File: src/rtl/mole_ring_gen_if.sv
// Bus bundle for the mole ring generator: run controls, player buttons and
// the registered mole position / event pulses.
interface mole_ring_gen_if #(
  parameter int N  = 10,
  parameter int PW = 8
);
  logic          ring_en;
  logic [1:0]    mode;
  logic [PW-1:0] period;
  logic [N-1:0]  hit_btn;
  logic [N-1:0]  mole_posit;
  logic          step;
  logic          hit;
  logic          miss;

  // Game controller / player side: drives controls, observes the mole.
  modport master (
    output ring_en, mode, period, hit_btn,
    input  mole_posit, step, hit, miss
  );

  // Generator side.
  modport slave (
    input  ring_en, mode, period, hit_btn,
    output mole_posit, step, hit, miss
  );
endinterface

File: src/rtl/mole_ring_gen.sv
// Whack-a-mole position generator: a one-hot mole that rotates up, rotates
// down, bounces between the ends or jumps pseudo-randomly, advancing every
// period+1 enabled cycles or immediately when the player hits it.
module mole_ring_gen #(
  parameter int          N    = 10,
  parameter int          PW   = 8,
  parameter logic [15:0] SEED = 16'hACE1
) (
  input  logic            clk,
  input  logic            ring_reset,
  mole_ring_gen_if.slave  bus
);

  localparam int PIW = (N > 1) ? $clog2(N) : 1;

  localparam logic [PIW-1:0] LAST = PIW'(N - 1);
  localparam logic [PIW:0]   N_W  = (PIW + 1)'(N);
  // Truncation is harmless: the fold below only runs when the raw value is
  // at least N, which cannot happen when N is an exact power of two.
  localparam logic [PIW-1:0] N_L  = PIW'(N);

  localparam logic DIR_UP   = 1'b0;
  localparam logic DIR_DOWN = 1'b1;

  localparam logic [1:0] MODE_UP     = 2'b00;
  localparam logic [1:0] MODE_DOWN   = 2'b01;
  localparam logic [1:0] MODE_BOUNCE = 2'b10;
  localparam logic [1:0] MODE_RANDOM = 2'b11;

  logic [PIW-1:0] pos_reg,   pos_next;
  logic [PW-1:0]  cnt_reg,   cnt_next;
  logic           dir_reg,   dir_next;
  logic [15:0]    lfsr_reg,  lfsr_next;
  logic [N-1:0]   posit_reg, posit_next;
  logic           step_reg,  step_next;
  logic           hit_reg,   hit_next;
  logic           miss_reg,  miss_next;

  logic           press;
  logic           overlap;
  logic           is_hit;
  logic           is_miss;
  logic           tick;
  logic           advance;
  logic [PIW-1:0] adv_pos;
  logic           adv_dir;
  logic [PIW:0]   rnd_raw;
  logic [PIW-1:0] rnd_low;
  logic [PIW-1:0] rnd_fold;
  logic [PIW-1:0] rnd_pos;
  logic           lfsr_fb;

  // Press and tick qualification; both require the block to be enabled.
  always_comb begin
    press   = bus.ring_en && (bus.hit_btn != '0);
    overlap = (bus.hit_btn & posit_reg) != '0;
    is_hit  = press && overlap;
    is_miss = press && !overlap;
    tick    = bus.ring_en && (cnt_reg >= bus.period);
    // A hit landing on a tick still yields exactly one advance.
    advance = tick || is_hit;
  end

  // Random candidate: low LFSR bits folded once into 0..N-1, then nudged
  // forward if it would leave the mole where it already is.
  always_comb begin
    rnd_low  = lfsr_reg[PIW-1:0];
    rnd_raw  = {1'b0, rnd_low};
    rnd_fold = (rnd_raw >= N_W) ? (rnd_low - N_L) : rnd_low;
    rnd_pos  = rnd_fold;
    if (rnd_fold == pos_reg) begin
      rnd_pos = (rnd_fold == LAST) ? '0 : (rnd_fold + 1'b1);
    end
  end

  // Fibonacci LFSR feedback, taps 16/14/13/11.
  always_comb begin
    lfsr_fb = lfsr_reg[15] ^ lfsr_reg[13] ^ lfsr_reg[12] ^ lfsr_reg[10];
  end

  // Where the mole goes (and which way bounce faces) if this cycle advances.
  always_comb begin
    adv_pos = pos_reg;
    adv_dir = DIR_UP;
    case (bus.mode)
      MODE_UP: begin
        adv_pos = (pos_reg == LAST) ? '0 : (pos_reg + 1'b1);
      end
      MODE_DOWN: begin
        adv_pos = (pos_reg == '0) ? LAST : (pos_reg - 1'b1);
      end
      MODE_BOUNCE: begin
        if (dir_reg == DIR_UP) begin
          if (pos_reg == LAST) begin
            adv_pos = LAST - 1'b1;
            adv_dir = DIR_DOWN;
          end else begin
            adv_pos = pos_reg + 1'b1;
            adv_dir = DIR_UP;
          end
        end else begin
          if (pos_reg == '0) begin
            adv_pos = {{(PIW-1){1'b0}}, 1'b1};
            adv_dir = DIR_UP;
          end else begin
            adv_pos = pos_reg - 1'b1;
            adv_dir = DIR_DOWN;
          end
        end
      end
      MODE_RANDOM: begin
        adv_pos = rnd_pos;
      end
      default: begin
        adv_pos = pos_reg;
      end
    endcase
  end

  // Next-state logic: everything holds and pulses drop while disabled.
  always_comb begin
    pos_next  = pos_reg;
    cnt_next  = cnt_reg;
    dir_next  = dir_reg;
    lfsr_next = lfsr_reg;
    step_next = 1'b0;
    hit_next  = 1'b0;
    miss_next = 1'b0;
    if (bus.ring_en) begin
      lfsr_next = {lfsr_reg[14:0], lfsr_fb};
      if (bus.mode != MODE_BOUNCE) begin
        dir_next = DIR_UP;
      end
      if (advance) begin
        pos_next  = adv_pos;
        dir_next  = adv_dir;
        cnt_next  = '0;
        step_next = 1'b1;
      end else begin
        cnt_next = cnt_reg + 1'b1;
      end
      hit_next  = is_hit;
      miss_next = is_miss;
    end
  end

  // One-hot decode of the next position so mole_posit comes from a register.
  genvar gi;
  generate
    for (gi = 0; gi < N; gi++) begin : g_onehot
      assign posit_next[gi] = (pos_next == PIW'(gi));
    end
  endgenerate

  // State register with synchronous reset that overrides every other input.
  always_ff @(posedge clk) begin
    if (ring_reset) begin
      pos_reg   <= '0;
      cnt_reg   <= '0;
      dir_reg   <= DIR_UP;
      lfsr_reg  <= SEED;
      posit_reg <= {{(N-1){1'b0}}, 1'b1};
      step_reg  <= 1'b0;
      hit_reg   <= 1'b0;
      miss_reg  <= 1'b0;
    end else begin
      pos_reg   <= pos_next;
      cnt_reg   <= cnt_next;
      dir_reg   <= dir_next;
      lfsr_reg  <= lfsr_next;
      posit_reg <= posit_next;
      step_reg  <= step_next;
      hit_reg   <= hit_next;
      miss_reg  <= miss_next;
    end
  end

  // Outputs are straight from registers.
  assign bus.mole_posit = posit_reg;
  assign bus.step       = step_reg;
  assign bus.hit        = hit_reg;
  assign bus.miss       = miss_reg;

endmodule
File: src/flat_wrapper.sv
// flat-port wrapper written by rule: the top's interface ports become plain ports
module mole_ring_gen_flat 
#(
  parameter int          N    = 10,
  parameter int          PW   = 8,
  parameter logic [15:0] SEED = 16'hACE1
)
  (clk, ring_reset, bus_ring_en, bus_mode, bus_period, bus_hit_btn, bus_mole_posit, bus_step, bus_hit, bus_miss);
  mole_ring_gen_if #(.N(N), .PW(PW)) bus_i ();
  input  logic clk;
  input  logic ring_reset;
  input wire logic [$bits(bus_i.ring_en)-1:0] bus_ring_en;
  input wire logic [$bits(bus_i.mode)-1:0] bus_mode;
  input wire logic [$bits(bus_i.period)-1:0] bus_period;
  input wire logic [$bits(bus_i.hit_btn)-1:0] bus_hit_btn;
  output wire logic [$bits(bus_i.mole_posit)-1:0] bus_mole_posit;
  output wire logic [$bits(bus_i.step)-1:0] bus_step;
  output wire logic [$bits(bus_i.hit)-1:0] bus_hit;
  output wire logic [$bits(bus_i.miss)-1:0] bus_miss;
  assign bus_i.ring_en = bus_ring_en;
  assign bus_i.mode = bus_mode;
  assign bus_i.period = bus_period;
  assign bus_i.hit_btn = bus_hit_btn;
  assign bus_mole_posit = bus_i.mole_posit;
  assign bus_step = bus_i.step;
  assign bus_hit = bus_i.hit;
  assign bus_miss = bus_i.miss;
  mole_ring_gen #(.N(N), .PW(PW), .SEED(SEED)) u_core (.clk(clk), .ring_reset(ring_reset), .bus(bus_i));
endmodule
File: config.mk
export PLATFORM = sky130hd
export DESIGN_NAME = mole_ring_gen_flat
export DESIGN_NICKNAME = d
export VERILOG_FILES = /design/src/rtl/mole_ring_gen_if.sv /design/src/rtl/mole_ring_gen.sv /design/src/flat_wrapper.sv
export SDC_FILE = /design/constraint.sdc
export NUM_CORES = 1
export LEC_CHECK = 0
export CORE_MARGIN = 10
export CORE_UTILIZATION = 49
export CTS_CLUSTER_DIAMETER = 120
export DETAILED_ROUTE_END_ITERATION = 16
export PLACE_DENSITY = 0.76
export SYNTH_ARGS = -nofsm -noshare
export SYNTH_HDL_FRONTEND = slang
export SYNTH_SLANG_ARGS = --single-unit
File: constraint.sdc
create_clock -name clk -period 2.63 [get_ports clk]
set_clock_uncertainty 0.05 [all_clocks]
set_input_delay 0.526 -clock clk [delete_from_list [all_inputs] [get_ports clk]]
set_output_delay 0.526 -clock clk [all_outputs]
set_load 0.05 [all_outputs]
==> qor.csv, run 1 <==
stage,metric,value,unit
grt,grt_max_degree,19,
synth,synth_area,2490,um2
worst_hold_path,hold_path_class,flip-flop to flip-flop,
route,drt-total-wl,6430,um
critical_path,cp-end-kind,flip-flop,
route,drt_iter0_drc,116,
critical_path,start_kind,input port,
route,firstDrtPassIters,4,
clock_network,clockBufferDepth,2,
placed_design,dpl.cell_count,394,
die,core,4820,um2
critical_path,path_buf_inv,2,
route,vias,2265,
layout,design_area,3280,um2
critical_path,slowest_stage,a221o_1,
synth,synth_edf_count,0,
synth,synth_area_per_cell,8.66,um2
critical_path,crit_fanout,5,
synth,syn_inst,288,
placed_design,dp_slack,-0.670,ns
critical_path,critical_path_required,2.77,ns
critical_path,path_depth,10,
sta,maxSlewViolCount,0,
grt,antenna_found_initial,0,
sta,clock.fmax,0.390,GHz
sta,fin_crit,2.56,ns
worst_hold_path,whs_path_depth,2,
grt,grt.total_usage,14.6,%
sta,hold_viol_final,0,
synth,syn_nets,323,
clock_network,insertion_delay,0.29,ns
die,num_rows,25,
pwr,peakVddDrop,412,uV
critical_path,cp_top_family,compound AO/OA/AOI/OAI gates,
grt,grt_pass1_wl,10400,um
pwr,cellLeakagePower,1.36,nW
layout,n_antenna_cell,0,
layout,largest_reg_flops,16,
clock_network,cts_buffers,5,
clock_network,clk_pin_slew,0.08,ns
critical_path,arrival,2.71,ns
critical_path,cp_common_cell,a31o_4,
die,initial_core_util,51.8,%
die,fp.dieArea,8340,um2
sta,min_period_over_period,97.5,%
status,status,completed,
flow_run,maxCapViolCount,0,
clock_network,clockRootBuffer,clkbuf_8,
synth,synth_cell_type_count,64,
die,die_h,91.3,um
synth,ys_ff_latch,42,
grt,grt_pass1_vias,2151,
critical_path,slowest_delay,0.34,ns
placed_design,place.gp.congestion,0.894,
clock_network,clock_sinks,42,
sta,setup_ws,0.0670,ns
layout,areaGrowthSynthToFinish,31.6,%
route,wire_per_inst,15.8,um
pwr,powerDensity,570,nW/um2
critical_path,critical_path_class,input port to flip-flop,
sta,worst_slew_pin_slew,0.530,ns
placed_design,dpl_cell_area,3000,um2
layout,drive_above_1_share,20.6,%
route,viasPerCell,5.58,
layout,fin_cells,406,
placed_design,dpl.hpwl,4750,um
clock_network,cts_tree,done,
critical_path,crit_chain,"clkbuf_2, inv_1, ha_1, and3_4, a221o_1, a31o_4, a31o_4, mux2i_4, a21o_1, nor4_1",
synth,yosysSeqAreaShare,33.7,%
sta,finalSetupViolCount,0,
placed_design,numPortBuffers,35,
sta,fin_hold_ws,0.436,ns
die,die_w,91.3,um
synth,async_flop_share,0,%
grt,overflow,0,
synth,synthFlopType,dfxtp_1,
critical_path,reg2regPathDepth,8,
die,io_pins,36,
route,drc,0,
clock_network,htree_num_levels,2,
clock_network,ctsHoldBuffers,0,
route,drtAntennaViolNets,0,
synth,ys_warn_count,0,
sta,relSlewSlack,64.5,%
layout,layout.nets,373,
==> cells in the mapped netlist, types with 2 or more instances <==
cell type,count,area [um2]
a21o_1,4,30.0
a21oi_1,11,55.1
a22oi_1,5,37.5
a31oi_1,2,12.5
and2_1,2,12.5
and3_1,3,18.8
and4_1,2,17.5
buf_1,2,7.51
buf_2,5,25.0
buf_4,3,22.5
clkbuf_1,6,22.5
dfxtp_1,42,841
ha_1,12,150
inv_1,20,75.1
mux2i_1,18,180
nand2_1,25,93.8
nand2b_1,6,37.5
nand3_1,8,40.0
nand3b_1,2,15.0
nand4_1,4,25.0
nor2_1,24,90.1
nor2b_1,2,12.5
nor3_1,4,20.0
nor4_1,7,43.8
nor4b_2,2,30.0
o2111ai_1,2,17.5
o211ai_1,2,15.0
o21ai_0,8,40.0
o22ai_1,2,12.5
o2bb2ai_1,2,17.5
o311ai_1,2,17.5
o31a_1,3,26.3
o31ai_1,2,15.0
or2_1,2,12.5
or3_1,2,12.5
or4_1,2,15.0
xnor2_1,6,52.6
xor2_1,6,52.6
==> cell type report <==
cell class                      count  area [um2]
Clock buffer                        6        72.6
Clock inverter                      2        13.8
Fill cell                         403        1540
Inverter                           20        75.1
Multi-Input combinational cell    210        1660
Sequential cell                    42         846
Tap cell                           67        83.8
Timing Repair Buffer               59         526
==> stage by stage <==
step	util, %	TNS, ns	total power [W]
4_1_cts	66.2	0	0.00182
2_1_floorplan	-	0	0.00120
5_1_grt	68.1	-0.0110	0.00197
3_3_place_gp	62.3	-10.56	0.00138
3_5_place_dp	62.3	-11.82	0.00139
6_report	68.1	0	0.00187
==> timing repair <==
| action | 4_1_cts | 5_1_grt |
|---|---|---|
| buffers inserted | 2 | 2 |
| setup endpoints to repair | 23 | 12 |
| pin swaps | 12 | 19 |
| gates resized for setup | 17 | 29 |
==> cell families after synthesis <==
family	share of synthesized area [%]
AO/OA/AOI/OAI	19.1
XOR/XNOR	4.21
adder cells (fa/ha/maj)	6.02
buffers and inverters	6.12
flip-flops	33.7
multiplexers	8.13
AND/OR/NAND/NOR	22.7
==> power by group <==
part           internal, W  leakage (nW)  switching (W)
sequential        0.000688         0.345      0.0000618
clock             0.000187        0.0452       0.000220
combinational     0.000310         0.974       0.000403
==> worst register-to-register path: cells and delay by family, from the launching register on <==
family | cells | cell delay [ns]
AOI/OAI and AO/OA | 4 | 1.13
and+or+nand+nor | 2 | 0.44
adders and majority gates | 1 | 0.28
DFF | 1 | 0.35
muxes | 1 | 0.21
==> routing by layer <==
layer / part of all wire (%) / GRT usage [%]
met1: 44 / 17.7
met2: 52 / 25.8
met3: 3.2 / 2.55
met4: 1.7 / 3.79
met5: 0 / 0
==> cells in the final DEF, fill, tap and decap left out, types with 5 or more instances in the layout <==
| master | synthesis | layout |
|---|---|---|
| nand3_1 | 8 | 7 |
| dfxtp_1 | 42 | 38 |
| nor2_1 | 24 | 23 |
| buf_4 | 3 | 24 |
| ha_1 | 12 | 8 |
| mux2i_1 | 18 | 17 |
| nand2_1 | 25 | 25 |
| nand2b_1 | 6 | 6 |
| clkdlybuf4s50_1 | 0 | 28 |
| xnor2_1 | 6 | 6 |
| a22oi_1 | 5 | 5 |
| inv_1 | 20 | 17 |
| clkbuf_8 | 0 | 5 |
| a21oi_1 | 11 | 10 |
| o21ai_0 | 8 | 7 |
| xor2_1 | 6 | 6 |
==> final timing paths <==
path	startpoint	endpoint	slack, ns
worst max-delay path	bus_period[4]	u_core.bus.mole_posit[7]	0.07
worst min-delay path	u_core.lfsr_reg[11]	u_core.lfsr_reg[11]	0.44
worst max register to register	u_core.cnt_reg[4]	u_core.bus.mole_posit[7]	0.07
worst min register to register	u_core.lfsr_reg[11]	u_core.lfsr_reg[11]	0.44
(Power assumes the default switching activity.)
==> run 2, diff against run 1 <==
- CORE_UTILIZATION: 49 -> 50
- DONT_BUFFER_PORTS: default -> 1
- PLACE_DENSITY: 0.76 -> 0.68
==> run 2 against run 1 <==
Non-clock buffer count fell by 35. Count of clock-buffer cells in the layout unchanged. First-iteration DRC count rose by 36%. Worst setup slack improved by 0.059 ns. Wire length decreased by 15%. Sequential share of layout area increased by 4.2 points. Power shrank 7.5%. Final cell count is 8.6% lower. Worst hold slack got worse by 0.20 ns. Maximum frequency increased by 2.4%. Flip-flop and latch count did not move. Critical path type is now flip-flop to flip-flop.
==> qor.csv, run 2 (same netlist as run 1, synthesis figures left out) <==
stage,metric,value,unit
layout,layout_common_cells,"42 x dfxtp_1, 25 x nand2_1, 24 x nor2_1, 24 x buf_4, 20 x inv_1",
grt,grtUsageMet3,3.49,%
layout,fin_cells,371,
die,fp.dieArea,8210,um2
route,vias,2078,
die,num_rows,25,
pwr,swShare,35.7,%
critical_path,cp-end-kind,flip-flop,
die,die_w,90.6,um
die,core,4790,um2
pwr,p_switching,0.000618,W
placed_design,numPortBuffers,0,
status,status,completed,
pwr,seq_power_share,43.5,%
clock_network,htree_num_levels,2,
grt,use_met2,23.6,%
placed_design,place.gp.congestion,0.909,
route,drt-total-wl,5460,um
route,drtAntennaViolNets,0,
grt,busiest_layer,met2,
sta,relSlewSlack,64.2,%
sta,fin_crit,2.50,ns
grt,grt_max_degree,30,
worst_hold_path,hold_path_class,input port to flip-flop,
die,io_pins,36,
sta,worst_slew_pin_slew,0.534,ns
layout,drive_above_1_share,16.1,%
pwr,peakVddDrop,395,uV
critical_path,start_kind,flip-flop,
route,wire_per_inst,14.7,um
sta,clock.fmax,0.399,GHz
critical_path,arrival,2.66,ns
pwr,intPower,0.00111,W
sta,maxSlewViolCount,0,
clock_network,clock_sinks,42,
clock_network,clockBufferDepth,2,
placed_design,dpl.hpwl,4080,um
sta,finalSetupViolCount,0,
grt,grt_pass1_wl,9060,um
layout,design_area,2810,um2
flow_run,maxCapViolCount,0,
critical_path,critical_path_required,2.79,ns
die,die_h,90.6,um
route,firstDrtPassIters,4,
sta,min_period_over_period,95.2,%
route,drc,0,
pwr,cellLeakagePower,1.19,nW
critical_path,critical_path_class,flip-flop to flip-flop,
sta,hold_viol_final,0,
sta,finalSetupTns,0,ns
layout,layout.nets,338,
clock_network,clockRootBuffer,clkbuf_8,
layout,areaGrowthSynthToFinish,12.6,%
grt,grt_pass1_vias,2003,
pwr,powerDensity,616,nW/um2
layout,largest_reg_flops,16,
pwr,combPwrFrac,32.9,%
clock_network,clk_pin_slew,0.08,ns
pwr,power,0.00173,W
critical_path,crit_fanout,11,
placed_design,dp_slack,-0.188,ns
grt,grtUsageMet1,14.3,%
die,initial_core_util,52.1,%
layout,layout_commonest_cell,dfxtp_1,
clock_network,cts_buffers,5,
layout,n_antenna_cell,0,
route,drt_iter0_drc,158,
grt,antenna_found_initial,0,
placed_design,dpl.cell_count,363,
clock_network,insertion_delay,0.30,ns
pwr,pwr-share-clk,23.6,%
sta,setup_ws,0.126,ns
clock_network,cts_tree,done,
placed_design,dpl_cell_area,2680,um2
route,viasPerCell,5.60,
grt,overflow,0,
grt,grt.total_usage,13.1,%
run 2: changes by cell type in the layout (fill, tap and decap cells not counted), moves of 3 or more:
cell	delta
dfxtp_1	+4
clkdlybuf4s50_1	-28
inv_2	-3
inv_1	+3
clkbuf_2	-3
ha_4	-3
dfxtp_2	-4
ha_1	+4
dlymetal6s2s_1	-4
run 2: area by class of cell:
| cell class | count | area [um2] |
|---|---|---|
| multi-input combinational | 210 | 1540 |
| sequential | 42 | 841 |
| inverter | 20 | 75.1 |
| clock inverter | 2 | 13.8 |
| fill | 432 | 1980 |
| tap | 67 | 83.8 |
| clock buffer | 6 | 72.6 |
| timing repair buffer | 24 | 180 |
run 2: timing repair:
action,in CTS,in global routing
setup endpoints to repair,0,13
resized for setup,0,8
buffers inserted,0,0
hold buffers,0,0
run 2: final timing paths:
kind                 startpoint                  endpoint  slack (ns)  cells past startpoint
max           u_core.cnt_reg[6]  u_core.bus.mole_posit[0]        0.13                      8
min                  ring_reset            u_core.dir_reg        0.24                      1
max reg2reg   u_core.cnt_reg[6]  u_core.bus.mole_posit[0]        0.13                      8
min reg2reg  u_core.lfsr_reg[5]        u_core.lfsr_reg[6]        0.43                      2
run 2: power groups by stage:
| stage | sequential, W | combinational (W) | clock, W |
|---|---|---|---|
| finish | 0.000752 | 0.000568 | 0.000409 |
| global route | 0.000759 | 0.000622 | 0.000446 |
| CTS | 0.000751 | 0.000550 | 0.000416 |
| detailed placement | 0.000766 | 0.000548 | 0 |
| global placement | 0.000766 | 0.000544 | 0 |
| floorplan | 0.000804 | 0.000392 | 0 |
run 2: critical path, stage by stage (launching register included):
cell and delay (ns):
dfxtp_1 0.39, ha_1 0.26, and3_1 0.20, a221o_1 0.29, a31o_2 0.26, a31oi_4 0.28, nor2_1 0.08, a22o_2 0.33
o41ai_2 0.28
run 2: per-layer routing:
layer	vias to the layer above	wire length [um]	share of wire [%]
met5	-	0	0
met4	0	46	0.84
met3	4	213	3.9
met2	26	2790	51
met1	973	2410	44
li1	1075	-	-
run 2: stage by stage:
stage | utilization [%] | hold WS [ns]
after floorplan | - | 0.391
after global placement | 56.0 | 0.407
after detailed placement | 56.0 | 0.411
after CTS | 57.8 | 0.237
after global routing | 58.7 | 0.226
final | 58.7 | 0.237
